**config.mk**
```make
export PLATFORM = sky130hd
export DESIGN_NAME = seven_seg_scan_driver
export DESIGN_NICKNAME = d
export VERILOG_FILES = /design/src/rtl/seven_seg_scan_driver.sv
export SDC_FILE = /design/constraint.sdc
export NUM_CORES = 1
export LEC_CHECK = 0
export ABC_AREA = 1
export CAP_MARGIN = 10
export CORE_ASPECT_RATIO = 1.25
export CORE_UTILIZATION = 56
export CTS_CLUSTER_SIZE = 14
export DETAILED_ROUTE_END_ITERATION = 8
export GPL_TIMING_DRIVEN = 0
export PLACE_DENSITY = 0.79
export SLEW_MARGIN = 25
export SYNTH_ARGS = -nofsm -noshare
export SYNTH_HDL_FRONTEND = slang
export SYNTH_SLANG_ARGS = --single-unit
```
**constraint.sdc**
```tcl
create_clock -name clk -period 2.5 [get_ports clk]
set_input_delay 0.75 -clock clk [delete_from_list [all_inputs] [get_ports clk]]
set_output_delay 0.75 -clock clk [all_outputs]
set_load 0.02 [all_outputs]
```
**src/rtl/seven_seg_scan_driver.sv**
```systemverilog
// seven_seg_scan_driver: multiplexed hex display driver with double-buffered value and frame-wrap update.
module seven_seg_scan_driver #(
  parameter int NUM_DIGITS     = 4,
  parameter int SCAN_DIV       = 50000,
  parameter int BLANK_CYCLES   = 16,
  parameter int SEG_ACTIVE_LOW = 1,
  parameter int AN_ACTIVE_LOW  = 1
) (
  input  logic                    clk,
  input  logic                    rst_n,
  input  logic                    load,
  input  logic [4*NUM_DIGITS-1:0] value_in,
  input  logic [NUM_DIGITS-1:0]   dp_in,
  input  logic [NUM_DIGITS-1:0]   digit_en,
  input  logic                    lz_blank,
  output logic [6:0]              seg,
  output logic                    dp,
  output logic [NUM_DIGITS-1:0]   an,
  output logic                    frame_done
);
  localparam int CW = $clog2(SCAN_DIV);
  localparam int IW = NUM_DIGITS > 1 ? $clog2(NUM_DIGITS) : 1;
  localparam int BW = 6 * NUM_DIGITS;
  localparam logic SEG_OFF = SEG_ACTIVE_LOW != 0;
  localparam logic AN_OFF = AN_ACTIVE_LOW != 0;
  localparam logic [6:0] CODES [16] = '{7'h7E, 7'h30, 7'h6D, 7'h79, 7'h33, 7'h5B, 7'h5F, 7'h70,
                                        7'h7F, 7'h7B, 7'h77, 7'h1F, 7'h4E, 7'h3D, 7'h4F, 7'h47};
  logic [CW-1:0] cnt;
  logic [IW-1:0] idx;
  logic [BW-1:0] shadow, disp, incoming;
  logic [4*NUM_DIGITS-1:0] disp_val;
  logic [NUM_DIGITS-1:0] disp_dp, disp_en, an_sel;
  logic cnt_wrap, frame_wrap, lit_phase, cur_dp, cur_en, supp, zeros, digit_on, selected, dp_lit;
  logic [3:0] nib;
  logic [6:0] seg_lit;
  assign incoming = {value_in, dp_in, digit_en};
  assign {disp_val, disp_dp, disp_en} = disp;
  assign cnt_wrap = cnt == CW'(SCAN_DIV - 1);
  assign frame_wrap = cnt_wrap && idx == IW'(NUM_DIGITS - 1);
  assign lit_phase = cnt >= CW'(BLANK_CYCLES);
  // Walk from the top digit down so zeros covers nibbles N-1..i when i is reached.
  always_comb begin
    nib = '0;
    cur_dp = 1'b0;
    cur_en = 1'b0;
    supp = 1'b0;
    zeros = 1'b1;
    for (int i = NUM_DIGITS - 1; i >= 0; i--) begin
      zeros = zeros && disp_val[4*i +: 4] == 4'h0;
      if (idx == IW'(i)) begin
        nib = disp_val[4*i +: 4];
        cur_dp = disp_dp[i];
        cur_en = disp_en[i];
        supp = lz_blank && zeros && i != 0;
      end
    end
  end
  // A suppressed leading zero still selects its anode when its decimal point must light.
  assign digit_on = lit_phase && cur_en && !supp;
  assign selected = lit_phase && cur_en && (!supp || cur_dp);
  assign seg_lit = digit_on ? CODES[nib] : 7'h00;
  assign dp_lit = selected && cur_dp;
  assign an_sel = selected ? NUM_DIGITS'(1) << idx : '0;
  always_ff @(posedge clk or negedge rst_n) begin
    if (!rst_n) begin
      cnt <= '0;
      idx <= '0;
      shadow <= '0;
      disp <= '0;
      frame_done <= 1'b0;
      seg <= {7{SEG_OFF}};
      dp <= SEG_OFF;
      an <= {NUM_DIGITS{AN_OFF}};
    end else begin
      cnt <= cnt_wrap ? '0 : cnt + 1'b1;
      if (cnt_wrap) idx <= idx == IW'(NUM_DIGITS - 1) ? '0 : idx + 1'b1;
      if (load) shadow <= incoming;
      if (frame_wrap) disp <= load ? incoming : shadow;
      frame_done <= frame_wrap;
      seg <= seg_lit ^ {7{SEG_OFF}};
      dp <= dp_lit ^ SEG_OFF;
      an <= an_sel ^ {NUM_DIGITS{AN_OFF}};
    end
  end
endmodule

```
==> out/summary.txt <==
status - complete, no violations
Worst Setup SP - an[1]
Cell Rows - 33
total power - 0.002476 W
layout cells sized above 1 - 0.1255
TritonRoute pass-1 iters - 4
Synth area leader - dfrtp_1
Worst EP required - 1750 ps
Worst setup SP type - flop
Yosys Warn Count - 0
Post-Syn Nets - 510
Cells after Synth - 470
final core utilization - 0.6941
Max Root-Sink Buffers - 2
Slew headroom - 0.6693
number of synthesized flops with an enable pin - 0
critical-path cell with the highest stage delay - clkdlybuf4s50_1
initial DRC count - 167
most numerous cell in the Yosys netlist - nand2_1
Most used DFF post-synth - dfrtp_1
Synth Cell Area - 3881 sq um
CP Class - flop to output port
ant diodes - 0
via count - 3099
WL final - 7374 microns
detailed-placement wirelength estimate - 5401 microns
Net count, final - 561
crit-path max cell delay - 590 ps
share of the synthesized area in the top cell type - 0.4320
DIE HEIGHT - 95.08 microns
Leak - 2.365 nW
final hold violations - 0
worst clock skew - 11.07 ps
IO Count - 41
post-synthesis sequential area ratio - 0.5132
crit-path cells - clkdlybuf4s50_1
Reg2Reg Depth - 12
Crit. End Element - output port
min Tclk post-route - 2219 ps
Routed WL per cell - 12.03 microns
r2r setup slk - 290 ps
Pwr Density - 536.5 nW/um^2
Clock transition at path regs - 80 ps
synth unique cells - 33
Die ar. - 7270 sq um
number of vias per cell - 5.055
Inst Count DP - 597
Core Area - 6648 sq um
worst-skew pair later-pin latency - 350 ps
Least-Margin Pin Slew - 496.0 ps
ranking of synthesized cells by area - dfrtp_1 43%, nand2_1 20%, dfstp_2 8.1%
top cells by count, synth - 205 x nand2_1, 67 x dfrtp_1, 39 x inv_1, 32 x nand3_1, 19 x nor2_1
Area Overhead vs Synth - 18.89%
peak supply drop - 0.4384 mV
Final ANT Viol Nets - 0
Worst path depth - 1
root buffer cell - clkbuf_8
ys async rst share - 1.000
Worst setup endpoint - an[1]
Die X-Extent - 76.46 microns
Final Max Tran Viols - 0
Fmax - 450.6 MHz
crit-path max FO - 1
vias in the first global route - 3051
Worst Path Arrival - 1470 ps
Setup TNS - 0 ps
DRC - 0
Total GRT Usage - 0.2341
unrepaired setup endpoints after global routing - false
largest net degree at the start of global routing - 47
Initial Utilization - 0.5839
Yosys reg bits - 79
Non-Filler Instances - 613
worst r2r src - idx[0]
worst r2r dst - seg[3]
clock sinks - 79
PortBufs - 39
class of the worst hold path - primary input to async pin
GP Congestion - 0.8630
first-pass GRT wire length - 13250 microns
initial antenna violation count - 0
WP buf/inv - 1
MaxCap Viol Count - 0
Hold Buf Count CTS - 0
Mean Syn Cell Area - 8.258 sq um
final worst-path cycle share - 0.8877
global route overflow - 0
htree depth - 3
final setup fails - 0
CTS Buf Count - 9
CP top delay family - buffers and inverters
CTS tree - yes
==> layer usage <==
layer  GRT usage  part of all wire
met2      0.4107              0.51
met3     0.04785             0.036
met1      0.2761              0.44
met5           0                 0
met4      0.1154             0.011
==> cells by family after synthesis <==
kind of cell               share of synthesized area
AOI/OAI and AO/OA                            0.04739
DFF                                           0.5132
xor gates and xnor gates                     0.01128
adders and majority gates                    0.03868
and+or+nand+nor                               0.3211
buffers and inverters                        0.06834
==> registers in the layout, indices dropped and copies added, names as in the netlist <==
| register | count |
|---|---|
| seg | 7 |
| frame_done | 1 |
| cnt | 16 |
| shadow | 24 |
| an | 4 |
| dp | 1 |
| idx | 2 |
| disp | 24 |
==> metrics by stage <==
step	instance area, sq um	setup slack, ps	hold WS, ps
floorplan	3881	542.3	434.5
global route	4614	20.24	363.3
detailed placement	4398	181.1	458.4
CTS	4611	135.0	338.3
finish	4614	280.8	332.9
global placement	4380	-1919	452.3
==> cell usage in the layout (no fill, tap or decap), types with 2 or more instances in the layout <==
cell	synthesis	routed
a21oi_1	15	14
buf_2	2	2
buf_6	4	4
buf_8	2	2
bufinv_16	0	2
clkbuf_1	5	7
clkbuf_8	0	9
clkdlybuf4s50_1	0	38
dfrtp_1	67	67
dfstp_2	12	12
ha_1	12	12
inv_1	39	39
inv_2	4	4
nand2_1	205	205
nand2_2	10	10
nand3_1	32	32
nand4_1	4	4
nor2_1	19	19
nor2_2	3	3
nor3_1	4	4
o211ai_1	2	2
o21ai_0	6	6
o21ai_2	5	5
or2_2	2	2
xor2_1	5	5
==> where the power goes <==
group / switching (W) / leakage [nW] / internal (W)
sequential: 0.00000884 / 0.878 / 0.00131
clock: 0.000464 / 0.104 / 0.000565
combinational: 0.0000702 / 1.38 / 0.0000553
==> worst min-delay path by stage <==
stage | slack, ps | cells after the start | to | from
finish | 330 | 1 | cnt[14] | rst_n
global route | 360 | 1 | cnt[14] | rst_n
CTS | 340 | 1 | cnt[14] | rst_n
detailed placement | 460 | 2 | shadow[21] | shadow[21]
global placement | 450 | 2 | disp[0] | disp[0]
floorplan | 430 | 2 | disp[0] | disp[0]
==> layout make-up <==
cell class / instances / area (sq um)
fill: 551 / 2033
sequential: 79 / 1992
multi-input combinational: 335 / 1628
timing repair buffer: 40 / 407.9
inverter: 43 / 161.4
clock buffer: 11 / 131.4
tap: 87 / 108.9
buffer: 13 / 103.9
clock inverter: 5 / 81.33
==> timing repair <==
action | in CTS | in global routing
buffers inserted | 0 | 0
resized for setup | 0 | 1
setup endpoints to repair | 0 | 6
Power figures use the tool's default switching activity.
==> variant 1: new RTL, same flow settings <==
Register the output `seg` once more, without a reset; this adds one clock of latency there. The other outputs are not delayed to match.
--- a/src/rtl/seven_seg_scan_driver.sv
+++ b/src/rtl/seven_seg_scan_driver.sv
@@ -26,4 +26,6 @@
   localparam logic [6:0] CODES [16] = '{7'h7E, 7'h30, 7'h6D, 7'h79, 7'h33, 7'h5B, 7'h5F, 7'h70,
                                         7'h7F, 7'h7B, 7'h77, 7'h1F, 7'h4E, 7'h3D, 7'h4F, 7'h47};
+
+  logic [6:0] seg_s0;
   logic [CW-1:0] cnt;
   logic [IW-1:0] idx;
@@ -69,5 +71,5 @@
       disp <= '0;
       frame_done <= 1'b0;
-      seg <= {7{SEG_OFF}};
+      seg_s0 <= {7{SEG_OFF}};
       dp <= SEG_OFF;
       an <= {NUM_DIGITS{AN_OFF}};
@@ -78,9 +80,13 @@
       if (frame_wrap) disp <= load ? incoming : shadow;
       frame_done <= frame_wrap;
-      seg <= seg_lit ^ {7{SEG_OFF}};
+      seg_s0 <= seg_lit ^ {7{SEG_OFF}};
       dp <= dp_lit ^ SEG_OFF;
       an <= an_sel ^ {NUM_DIGITS{AN_OFF}};
     end
   end
+  always_ff @(posedge clk) begin
+    seg <= seg_s0;
+  end
+
 endmodule
 
Function: no difference found for any inputs over 10 cycles, from zero or initial values and one cycle with rst_n low; that may be too few to reach the edited logic, so the function may still have changed.
==> variant 1 against the original RTL <==
Clock power is 7% lower; total power rose by 1.8%; design area is 2.8% higher; routed wire length up 7.7%; register-to-register slack worse by 0.02 ns; utilization shrank 0.99 points; maximum frequency is 0.38% lower; sequential cell count grew 7; area after synthesis increased by 3.6%; setup slack got worse by 0.0085 ns; critical endpoint is now seg_s0[5]; largest cell class unchanged; largest power group unchanged; highest routed layer unchanged.
==> variant 1: results (changes against the original RTL) <==
[synthesis]
syn_avg_cell_area_um2=8.43  ; was 8.26 µm²
synth_area_leaders=sky130_fd_sc_hd__dfrtp_1 (42%), sky130_fd_sc_hd__nand2_1 (19%), sky130_fd_sc_hd__dfstp_2 (7.8%)  ; was sky130_fd_sc_hd__dfrtp_1 (43%), sky130_fd_sc_hd__nand2_1 (20%), sky130_fd_sc_hd__dfstp_2 (8.1%)
synth_commonest_cells=sky130_fd_sc_hd__nand2_1 (205), sky130_fd_sc_hd__dfrtp_1 (67), sky130_fd_sc_hd__inv_1 (39)  ; unchanged
count_of_unique_library_cells_instantiated_by_yosys=34  ; was 33
synthesis.nets=517  ; was 510
ys_seq_area_share_pct=53.0  ; was 51.3%
synth-async-reset-ratio_pct=91.9  ; was 100%
yosys_warnings=0  ; unchanged

[sta]
max-slew-margin-rel_pct=65.9  ; was 66.9%
skew_ns=0.0105  ; was 0.0111 ns

[route]
dr_wl_met3_um=261  ; was 268 µm
met1_length_um=3320  ; was 3220 µm
via_to_cell_ratio=5.09  ; was 5.06
met2_wirelength_um=4130  ; was 3800 µm
count_of_routing_violations_after_the_opening_detailed_route_iteration=134  ; was 167
route.final.wire_length_um=7940  ; was 7370 µm

[run_status]
status=finished, final reports clean  ; unchanged

[setup_path]
crit_end=seg_s0[5]  ; was an[1]
worst_setup_path_startpoint=idx[0]  ; was an[1]
worst_path_max_delay_cell=sky130_fd_sc_hd__dfrtp_1  ; was sky130_fd_sc_hd__clkdlybuf4s50_1
path_delay_family=adder cells  ; was buffers and inverters
critical_path.max_stage_delay_ns=0.41  ; was 0.59 ns

[final_layout]
layout.nets=568  ; was 561
layout-drive-gt1-share_pct=12.4  ; was 12.5%
layout.clock.cell_area_share_pct=4.03  ; was 4.61%
signal_buffer_area_fraction_pct=10.9  ; was 11.1%
insertedDiodeCount=0  ; unchanged
post_layout_nonfiller_instances=623  ; was 613
filler_cell_count=599  ; was 551
area.share.sequential_pct=44.9  ; was 43.2%
number_of_clock_buffers_in_the_layout=12  ; was 11

[power_and_ir_drop]
leakage_uw=0.00242  ; was 0.00237 µW
ir_drop_v=0.000344  ; was 0.000438 V

[global_routing]
first_global_vias=3156  ; was 3051
groute.layer.met1.usage_pct=28.6  ; was 27.6%
grt_overall_usage_pct=24.0  ; was 23.4%
grt_max_degree=56  ; was 47
gr-usage-met2_pct=41.0  ; was 41.1%
first_pass_grt_wire_length_um=14000  ; was 13200 µm

[clock_network]
cts.path.max_buffers=2  ; unchanged
htreeDepth=3  ; unchanged

[placed_design]
numPlacedInstances=607  ; was 597
place.detailed.hpwl_um=5840  ; was 5400 µm
dpl_cell_area_mm2=0.00455  ; was 0.00440 mm²
finalWeightedCongestion=0.918  ; was 0.863

[floorplan]
placementRows=34  ; was 33

variant 1: logic make-up after synthesis:
kind of cell | synth area share, %
DFF | 53.0
and+or+nand+nor | 31.0
adders and majority gates | 3.73
buffers and inverters | 6.60
AOI/OAI and AO/OA | 4.57
xor gates and xnor gates | 1.09
variant 1: power by group:
group / internal, µW / switching (µW) / total, µW / leakage [µW]
clock network: 487 / 473 / 960 / 0.000101
registers: 1420 / 9.27 / 1430 / 0.000935
logic: 56.6 / 71.6 / 128 / 0.00139
total: 1970 / 553 / 2520 / 0.00242
variant 1: stage by stage:
stage / TNS [ns] / utilization [%] / setup WS (ns) / hold WS (ns)
2_1_floorplan: 0 / - / 0.542 / 0.386
3_3_place_gp: -145.05 / 65.2 / -1.97 / 0.386
3_5_place_dp: 0 / 65.6 / 0.177 / 0.387
4_1_cts: 0 / 68.4 / 0.133 / 0.294
5_1_grt: 0 / 68.4 / 0.0812 / 0.306
6_report: 0 / 68.4 / 0.272 / 0.294
==> variant 2: new RTL, same settings <==
Without the edit above. `NUM_DIGITS`: 4 -> 2.
--- a/src/rtl/seven_seg_scan_driver.sv
+++ b/src/rtl/seven_seg_scan_driver.sv
@@ -1,5 +1,5 @@
 // seven_seg_scan_driver: multiplexed hex display driver with double-buffered value and frame-wrap update.
 module seven_seg_scan_driver #(
-  parameter int NUM_DIGITS     = 4,
+  parameter int NUM_DIGITS     = 2,
   parameter int SCAN_DIV       = 50000,
   parameter int BLANK_CYCLES   = 16,
Ports: changed (resized an, digit_en, dp_in and value_in); port bits go from 41 to 27. No check against the original RTL was run, so the function may have changed too.
==> variant 2 against the original RTL <==
Die area shrank 29%; design area shrank 31%; area after synthesis shrank 30%; routed wire length shrank 29%; first-iteration DRC count shrank 6.0%; setup slack gained 0.042 ns; via count shrank 28%; total power shrank 42%; non-clock buffer count shrank 18; utilization shrank 2.6 points; sequential cell count shrank 27; critical path type unchanged; largest power group unchanged.
==> variant 2: results (changes against the original RTL) <==
[run_status]
status=finished, final reports clean  ; unchanged

[route]
count_of_routing_violations_after_the_opening_detailed_route_iteration=157  ; was 167
met2_wirelength_um=2730  ; was 3800 µm
route.final.wire_length_um=5260  ; was 7370 µm
met1_length_um=2280  ; was 3220 µm
route.vias.total=2239  ; was 3099
dr_wl_met3_um=140  ; was 268 µm

[global_routing]
first_pass_grt_wire_length_um=8930  ; was 13200 µm
global_route.usage.met3_pct=3.41  ; was 4.78%
grt_max_degree=53  ; was 47

[synthesis]
synthesis.nets=376  ; was 510
synth_commonest_cells=sky130_fd_sc_hd__nand2_1 (115), sky130_fd_sc_hd__inv_1 (44), sky130_fd_sc_hd__nor2_1 (43)  ; was sky130_fd_sc_hd__nand2_1 (205), sky130_fd_sc_hd__dfrtp_1 (67), sky130_fd_sc_hd__inv_1 (39)
count_of_unique_library_cells_instantiated_by_yosys=27  ; was 33
synth_area_leaders=sky130_fd_sc_hd__dfrtp_1 (38%), sky130_fd_sc_hd__nand2_1 (16%), sky130_fd_sc_hd__dfstp_2 (9.6%)  ; was sky130_fd_sc_hd__dfrtp_1 (43%), sky130_fd_sc_hd__nand2_1 (20%), sky130_fd_sc_hd__dfstp_2 (8.1%)
ys_seq_area_share_pct=48.0  ; was 51.3%

[final_layout]
post_layout_nonfiller_instances=446  ; was 613
layout.nets=409  ; was 561
top_regs=cnt (16), disp (12), shadow (12)  ; was disp (24), shadow (24), cnt (16)

[clock_network]
clk_pin_slew_ns=0.11  ; was 0.08 ns
clock_insertion_delay_worst_skew_ns=0.32  ; was 0.35 ns

[setup_path]
worstReg2RegStart=idx  ; was idx[0]
worst_setup_path_startpoint=seg[6]  ; was an[1]
reg2reg_setup_slack_ns=0.72  ; was 0.29 ns
r2r_end=seg[1]  ; was seg[3]

[sta]
finalHoldWorstSlack_ns=0.452  ; was 0.333 ns
timing.fmax_mhz=459  ; was 451 MHz
max-slew-margin-rel_pct=57.7  ; was 66.9%

[power_and_ir_drop]
leakage_uw=0.00160  ; was 0.00237 µW
switching_power_uw=344  ; was 544 µW
p_int_uw=1090  ; was 1930 µW
pwr-share-seq_pct=60.1  ; was 53.3%
clock_group_power_uw=506  ; was 1030 µW

[placed_design]
place.detailed.hpwl_um=3940  ; was 5400 µm
buffer_ports.inserted=26  ; was 39

## variant 2: cell count changes after synthesis, sizes merged, moves of 3 or more
cell / delta
nand3: -16
nand2: -97
nor2: +25
o21ai: +7
a21oi: -11
nand4: +11
nor3: -4
dfrtp: -25
clkbuf: -3
ha: -4
inv: +5
## variant 2: layout make-up
| cell class | count | area (µm²) |
|---|---|---|
| clock inverters | 3 | 25.0 |
| fillers | 409 | 1570 |
| plain buffers | 9 | 60.1 |
| well taps | 60 | 75.1 |
| multi-input cells | 243 | 1180 |
| inverters | 48 | 180 |
| repair buffers | 26 | 258 |
| clock buffers | 5 | 68.8 |
| flip-flops and latches | 52 | 1310 |
## variant 2: logic make-up (layout without fill, tap and decap cells)
logic type	after synthesis	after routing	share of synthesized area [%]
simple gates	202	202	32.3
buf+inv	57	91	8.78
flops	52	52	48.0
compound gates	26	26	5.03
fa+ha+maj	8	8	3.66
xor+xnor	7	7	2.24
